===== config.mk =====
export PLATFORM = sky130hd
export DESIGN_NAME = peripheral_gpio_apb_arbiter
export DESIGN_NICKNAME = d
export VERILOG_FILES = /design/src/rtl/peripheral_gpio_apb_arbiter_pkg.sv /design/src/rtl/peripheral_gpio_rr_arbiter.sv /design/src/rtl/peripheral_gpio_apb_arbiter.sv
export SDC_FILE = /design/constraint.sdc
export NUM_CORES = 1
export LEC_CHECK = 0
export BUFFER_PORTS_ARGS = -buffer_cell sky130_fd_sc_hd__buf_2
export CAP_MARGIN = 20
export CORE_ASPECT_RATIO = 1.2
export CORE_MARGIN = 2
export CORE_UTILIZATION = 47
export CTS_BUF_LIST = sky130_fd_sc_hd__clkbuf_4 sky130_fd_sc_hd__clkbuf_8 sky130_fd_sc_hd__clkbuf_16
export DETAILED_ROUTE_END_ITERATION = 8
export PLACE_DENSITY = 0.81
export REMOVE_ABC_BUFFERS = 1
export SYNTH_ARGS = -nofsm -noshare
export SYNTH_HDL_FRONTEND = slang
export SYNTH_SLANG_ARGS = --single-unit

===== constraint.sdc =====
create_clock -name PCLK -period 2.3 [get_ports PCLK]
set_input_delay 0.23 -clock PCLK [delete_from_list [all_inputs] [get_ports PCLK]]
set_output_delay 0.23 -clock PCLK [all_outputs]
set_load 0.01 [all_outputs]

===== src/rtl/peripheral_gpio_apb_arbiter_pkg.sv =====
// Shared types and default widths for the GPIO APB arbiter slice.
package peripheral_gpio_apb_arbiter_pkg;

  localparam int ARB_PDATA_SIZE = 8;
  localparam int ARB_PADDR_SIZE = 4;
  localparam int ARB_NUM_REQ    = 2;
  localparam int ARB_TIMEOUT    = 16;

  typedef enum logic [1:0] {
    IDLE   = 2'd0,
    SETUP  = 2'd1,
    ACCESS = 2'd2
  } apb_state_e;

  // Request fields latched at the arbitration win; they drive the APB outputs.
  typedef struct packed {
    logic [ARB_PADDR_SIZE-1:0]   addr;
    logic                        write;
    logic [ARB_PDATA_SIZE/8-1:0] strb;
    logic [ARB_PDATA_SIZE-1:0]   wdata;
  } apb_req_t;

endpackage


===== src/rtl/peripheral_gpio_rr_arbiter.sv =====
// Combinational round-robin pick: first asserted request above the last grant, with wrap.
module peripheral_gpio_rr_arbiter
  import peripheral_gpio_apb_arbiter_pkg::*;
#(
  parameter int NUM_REQ = ARB_NUM_REQ,
  parameter int IDX_W   = 1
) (
  input  logic [NUM_REQ-1:0] req_i,
  input  logic [IDX_W-1:0]   last_i,
  output logic [NUM_REQ-1:0] onehot_o,
  output logic [IDX_W-1:0]   idx_o,
  output logic               valid_o
);

  logic [IDX_W-1:0] cand_s;
  logic             hit_s;

  // Walk the requesters starting one past the last grant; the first hit wins.
  always_comb begin
    onehot_o = '0;
    idx_o    = '0;
    valid_o  = 1'b0;
    cand_s   = '0;
    hit_s    = 1'b0;
    for (int off = 1; off <= NUM_REQ; off++) begin
      cand_s           = IDX_W'((int'(last_i) + off) % NUM_REQ);
      hit_s            = req_i[cand_s] & ~valid_o;
      onehot_o[cand_s] = onehot_o[cand_s] | hit_s;
      idx_o            = hit_s ? cand_s : idx_o;
      valid_o          = valid_o | hit_s;
    end
  end

endmodule


===== src/rtl/peripheral_gpio_apb_arbiter.sv =====
// Round-robin sharing of one APB slave port between NUM_REQ requesters,
// with an optional PREADY watchdog that aborts a hung transfer.
module peripheral_gpio_apb_arbiter
  import peripheral_gpio_apb_arbiter_pkg::*;
#(
  parameter int PDATA_SIZE = ARB_PDATA_SIZE,
  parameter int PADDR_SIZE = ARB_PADDR_SIZE,
  parameter int NUM_REQ    = ARB_NUM_REQ,
  parameter int TIMEOUT    = ARB_TIMEOUT
) (
  input  logic                                  PCLK,
  input  logic                                  PRESETn,
  input  logic [NUM_REQ-1:0]                    req_i,
  input  logic [NUM_REQ-1:0][PADDR_SIZE-1:0]    req_addr_i,
  input  logic [NUM_REQ-1:0]                    req_write_i,
  input  logic [NUM_REQ-1:0][PDATA_SIZE/8-1:0]  req_strb_i,
  input  logic [NUM_REQ-1:0][PDATA_SIZE-1:0]    req_wdata_i,
  output logic [NUM_REQ-1:0]                    gnt_o,
  output logic [NUM_REQ-1:0]                    done_o,
  output logic [PDATA_SIZE-1:0]                 rdata_o,
  output logic                                  slverr_o,
  output logic                                  PSEL,
  output logic                                  PENABLE,
  output logic [PADDR_SIZE-1:0]                 PADDR,
  output logic                                  PWRITE,
  output logic [PDATA_SIZE/8-1:0]               PSTRB,
  output logic [PDATA_SIZE-1:0]                 PWDATA,
  input  logic [PDATA_SIZE-1:0]                 PRDATA,
  input  logic                                  PREADY,
  input  logic                                  PSLVERR
);

  localparam int IDX_W = (NUM_REQ > 1) ? $clog2(NUM_REQ) : 1;
  localparam int WD_W  = (TIMEOUT > 1) ? $clog2(TIMEOUT + 1) : 1;
  localparam logic [WD_W-1:0]  WD_LAST = WD_W'((TIMEOUT > 0) ? TIMEOUT - 1 : 0);
  localparam logic [IDX_W-1:0] PTR_RST = IDX_W'(NUM_REQ - 1);

  function automatic logic [NUM_REQ-1:0] idx_onehot(input logic [IDX_W-1:0] idx);
    logic [NUM_REQ-1:0] oh;
    oh      = '0;
    oh[idx] = 1'b1;
    return oh;
  endfunction

  apb_state_e                state_q, state_d;
  logic [IDX_W-1:0]          ptr_q, ptr_d;
  logic [IDX_W-1:0]          owner_q, owner_d;
  apb_req_t                  cap_q, cap_d;
  logic                      psel_q, psel_d;
  logic                      penable_q, penable_d;
  logic [NUM_REQ-1:0]        gnt_q, gnt_d;
  logic [NUM_REQ-1:0]        done_q, done_d;
  logic [PDATA_SIZE-1:0]     rdata_q, rdata_d;
  logic                      slverr_q, slverr_d;
  logic [WD_W-1:0]           wdog_q, wdog_d;

  logic [NUM_REQ-1:0]        win_onehot_s;
  logic [IDX_W-1:0]          win_idx_s;
  logic                      win_valid_s;
  logic                      arb_win_s;

  peripheral_gpio_rr_arbiter #(
    .NUM_REQ (NUM_REQ),
    .IDX_W   (IDX_W)
  ) u_rr (
    .req_i    (req_i),
    .last_i   (ptr_q),
    .onehot_o (win_onehot_s),
    .idx_o    (win_idx_s),
    .valid_o  (win_valid_s)
  );

  // Next-state, APB phase, completion and watchdog logic.
  always_comb begin
    state_d   = state_q;
    ptr_d     = ptr_q;
    owner_d   = owner_q;
    cap_d     = cap_q;
    psel_d    = psel_q;
    penable_d = penable_q;
    gnt_d     = '0;
    done_d    = '0;
    rdata_d   = rdata_q;
    slverr_d  = slverr_q;
    wdog_d    = wdog_q;
    arb_win_s = 1'b0;

    case (state_q)
      IDLE: begin
        if (win_valid_s) begin
          arb_win_s = 1'b1;
        end else begin
          psel_d    = 1'b0;
          penable_d = 1'b0;
        end
      end
      SETUP: begin
        state_d   = ACCESS;
        psel_d    = 1'b1;
        penable_d = 1'b1;
      end
      ACCESS: begin
        if (PREADY) begin
          rdata_d  = cap_q.write ? '0 : PRDATA;
          slverr_d = PSLVERR;
          done_d   = idx_onehot(owner_q);
          if (win_valid_s) begin
            arb_win_s = 1'b1;
          end else begin
            state_d   = IDLE;
            psel_d    = 1'b0;
            penable_d = 1'b0;
          end
        end else if ((TIMEOUT > 0) && (wdog_q == WD_LAST)) begin
          // Hung slave: release the bus and report an error to the owner.
          state_d   = IDLE;
          psel_d    = 1'b0;
          penable_d = 1'b0;
          done_d    = idx_onehot(owner_q);
          slverr_d  = 1'b1;
          rdata_d   = '0;
          wdog_d    = '0;
        end else begin
          wdog_d = wdog_q + WD_W'(1);
        end
      end
      default: begin
        state_d   = IDLE;
        psel_d    = 1'b0;
        penable_d = 1'b0;
      end
    endcase

    if (arb_win_s) begin
      state_d     = SETUP;
      psel_d      = 1'b1;
      penable_d   = 1'b0;
      gnt_d       = win_onehot_s;
      ptr_d       = win_idx_s;
      owner_d     = win_idx_s;
      wdog_d      = '0;
      cap_d.addr  = req_addr_i[win_idx_s];
      cap_d.write = req_write_i[win_idx_s];
      cap_d.strb  = req_strb_i[win_idx_s];
      cap_d.wdata = req_wdata_i[win_idx_s];
    end else begin
      cap_d = cap_q;
    end
  end

  // State and output registers; reset returns everything to idle with requester 0 first.
  always_ff @(posedge PCLK or negedge PRESETn) begin
    if (!PRESETn) begin
      state_q   <= IDLE;
      ptr_q     <= PTR_RST;
      owner_q   <= '0;
      cap_q     <= '0;
      psel_q    <= 1'b0;
      penable_q <= 1'b0;
      gnt_q     <= '0;
      done_q    <= '0;
      rdata_q   <= '0;
      slverr_q  <= 1'b0;
      wdog_q    <= '0;
    end else begin
      state_q   <= state_d;
      ptr_q     <= ptr_d;
      owner_q   <= owner_d;
      cap_q     <= cap_d;
      psel_q    <= psel_d;
      penable_q <= penable_d;
      gnt_q     <= gnt_d;
      done_q    <= done_d;
      rdata_q   <= rdata_d;
      slverr_q  <= slverr_d;
      wdog_q    <= wdog_d;
    end
  end

  assign gnt_o    = gnt_q;
  assign done_o   = done_q;
  assign rdata_o  = rdata_q;
  assign slverr_o = slverr_q;
  assign PSEL     = psel_q;
  assign PENABLE  = penable_q;
  assign PADDR    = cap_q.addr;
  assign PWRITE   = cap_q.write;
  assign PSTRB    = cap_q.strb;
  assign PWDATA   = cap_q.wdata;

endmodule

==> flow_summary.yaml <==
setup_path:
  arrival_ns: 1.94
  max_stage_delay_ns: 0.42
  critPathLaunchType: "flop"
  crit_fanout: 13
  worstPathRequired_ns: 2.48
  end_kind: "flop"
  slowest_stage: "dfrtp_1"
  r2r-start: "state_q[1]$_DFFE_PN0P_"
  reg2reg_depth: 4
  path_cells: "nor2b_2 > nor3_4 > buf_4 > mux2_2"
  regToRegSetupSlack_ns: 0.53
  crit_start: "state_q[1]$_DFFE_PN0P_"
  reg2reg_to: "PWDATA[1]$_DFFE_PN0P_"
  crit_type: "reg2reg"
drt:
  first_pass_iters: 6
  vias: 1229
  drtAntennaViolNets: 0
  drc: 7
  wl_met1_um: 1400
  drtIter0Drc: 42
  top_layer_used: "met4"
  wl_met3_um: 390
  met2_length_um: 1650
  route.detailed.wl_per_inst_um: 15.4
  wl_um: 3530
  routed_via_density: 5.34
layout:
  final_area_mm2: 0.00222
  fillers: 253
  diodes: 0
  final_common_cell: "buf_2"
  final_nets: 235
  area_delta_synth_final_pct: 31.8
  final_cell_mix: "70 x buf_2, 37 x dfrtp_1, 24 x mux2_2, 9 x a22o_1"
  instances_no_fill: 230
  layout-drive-gt1-share_pct: 60.6
synth:
  synth_top_cell_by_area: "dfrtp_1"
  syn_area_mm2: 0.00168
  synth_edf_count: 0
  synth.area.top_cells: "dfrtp_1 55%, mux2_2 16%, mux2_4 5.3%"
  async_flop_share_pct: 100
  ys_seq_area_share_pct: 56.5
  ys_types: 32
  synth_cells: 116
  synth_ff_type: "dfrtp_1"
  synth.ff_latch_count: 38
  synth_warnings: 0
  avgSynthCellArea_um2: 14.5
  netlist.area_leader.share_pct: 55.0
global_routing:
  antenna_found_initial: 0
  track_usage_pct: 18.9
  grt_pass1_vias: 1359
  grt_max_degree: 39
  grt_pass1_wl_um: 5840
  gr-total-overflow: 0
pwr:
  p_leak_uw: 0.00116
  ir_drop_v: 0.000818
  powerDensity_mw_per_mm2: 1260
placement:
  port_buffers: 70
  gp_congestion: 0.876
  place_area_mm2: 0.00208
  dp.cells: 222
  dp_hpwl_um: 2660
sta:
  min_period_ns: 1.77
  maxSlewHeadroom_pct: 46.3
  holdWs_ns: 0.0260
  finalCritPeriodShare_pct: 76.9
  slew_violations: 0
  finalHoldViolations: 0
  tightest_slew_ns: 0.805
  rsz0062_at_grt: "no"
  finalSetupTns_ns: 0
  setup_violations: 0
  fmax_mhz: 566
  skew_ns: 0.00663
clock_network:
  ctsHoldBuffers: 0
  clk_pin_slew_ns: 0.07
  clockBufferDepth: 2
  clockRootBuffer: "clkbuf_8"
  cts_tree: "built"
  cts_max_level: 2
  clk_latency_ns: 0.29
  clock-sinks: 38
  cts_resized: 0
  cts_setup_buffers: 0
  cts_made_buffers: 5
die:
  fp.dieH_um: 69.6
  num_rows: 23
  dieWidth_um: 58.6
  core_area_mm2: 0.00340
  ios: 71
  start_util_pct: 49.6
  die_area_mm2: 0.00408
flow_run:
  max_cap_violations: 0
run_status:
  status: "complete, but fails checks"
  violations: "design-rule violations"
worst_hold_path:
  hold_class: "in2async"
routing by layer:
layer / global-route usage, % / vias up
li1: - / 579
met1: 21.1 / 573
met2: 31.1 / 69
met3: 8.40 / 8
met4: 7.07 / 0
met5: 0 / -
kinds of logic after synthesis:
kind of cell / Yosys count / synth area share [%]
mux: 31 / 22.1
fa+ha+maj: 1 / 0.743
buf+inv: 6 / 2.01
simple gates: 20 / 8.84
compound gates: 20 / 9.81
flops: 38 / 56.5
worst max-delay path, delay by kind of cell, from the launching register on:
| kind | cells | cell delay [ns] |
|---|---|---|
| simple gates | 2 | 0.58 |
| mux | 1 | 0.35 |
| flops | 1 | 0.42 |
| buf+inv | 1 | 0.30 |
registers in the layout (all words and copies together), names as in the netlist, 2 cells and up:
signal	cells
gnt_o	2
PWDATA	8
done_o	2
wdog_q	5
rdata_o	8
PADDR	4
state_q	2
synthesized netlist by cell type (2+ instances only):
| master | count |
|---|---|
| a211o_1 | 3 |
| and4b_1 | 2 |
| mux2_4 | 6 |
| dfrtp_1 | 37 |
| nand2b_1 | 2 |
| inv_1 | 2 |
| nor3b_1 | 2 |
| a21o_1 | 3 |
| nor2_1 | 3 |
| buf_2 | 2 |
| nor4b_1 | 2 |
| mux2_2 | 24 |
| a22o_1 | 9 |
worst max-delay path by stage:
stage,end,slack (ns),cells after the start
finish,PWDATA[1]$_DFFE_PN0P_,0.53,4
global route,PWDATA[2]$_DFFE_PN0P_,0.44,4
CTS,PWDATA[1]$_DFFE_PN0P_,0.51,4
detailed placement,PWDATA[1]$_DFFE_PN0P_,0.52,4
global placement,PADDR[0]$_DFFE_PN0P_,0.59,4
floorplan,PADDR[0]$_DFFE_PN0P_,0.61,3
metrics by stage:
stage                     setup WS, ns  util (%)  power, µW
after floorplan                  0.610         -       1720
after global placement           0.592      61.2       2080
after detailed placement         0.521      61.2       2130
after CTS                        0.509      65.4       2830
after global routing             0.444      65.4       2960
final                            0.532      65.4       2790
layout make-up:
type,count,area (µm²),share of cell area (%)
Inverter,2,7.51,0.338
Timing Repair Buffer,73,373,16.8
Multi-Input combinational cell,72,698,31.5
Clock inverter,2,60.1,2.71
Clock buffer,6,82.6,3.72
Tap cell,37,46.3,2.09
Sequential cell,38,952,42.9
power by group:
part | switching [µW] | internal (µW)
clock | 229 | 462
sequential | 167 | 949
combinational | 446 | 541
total | 841 | 1950
Power figures use the tool's default switching activity.
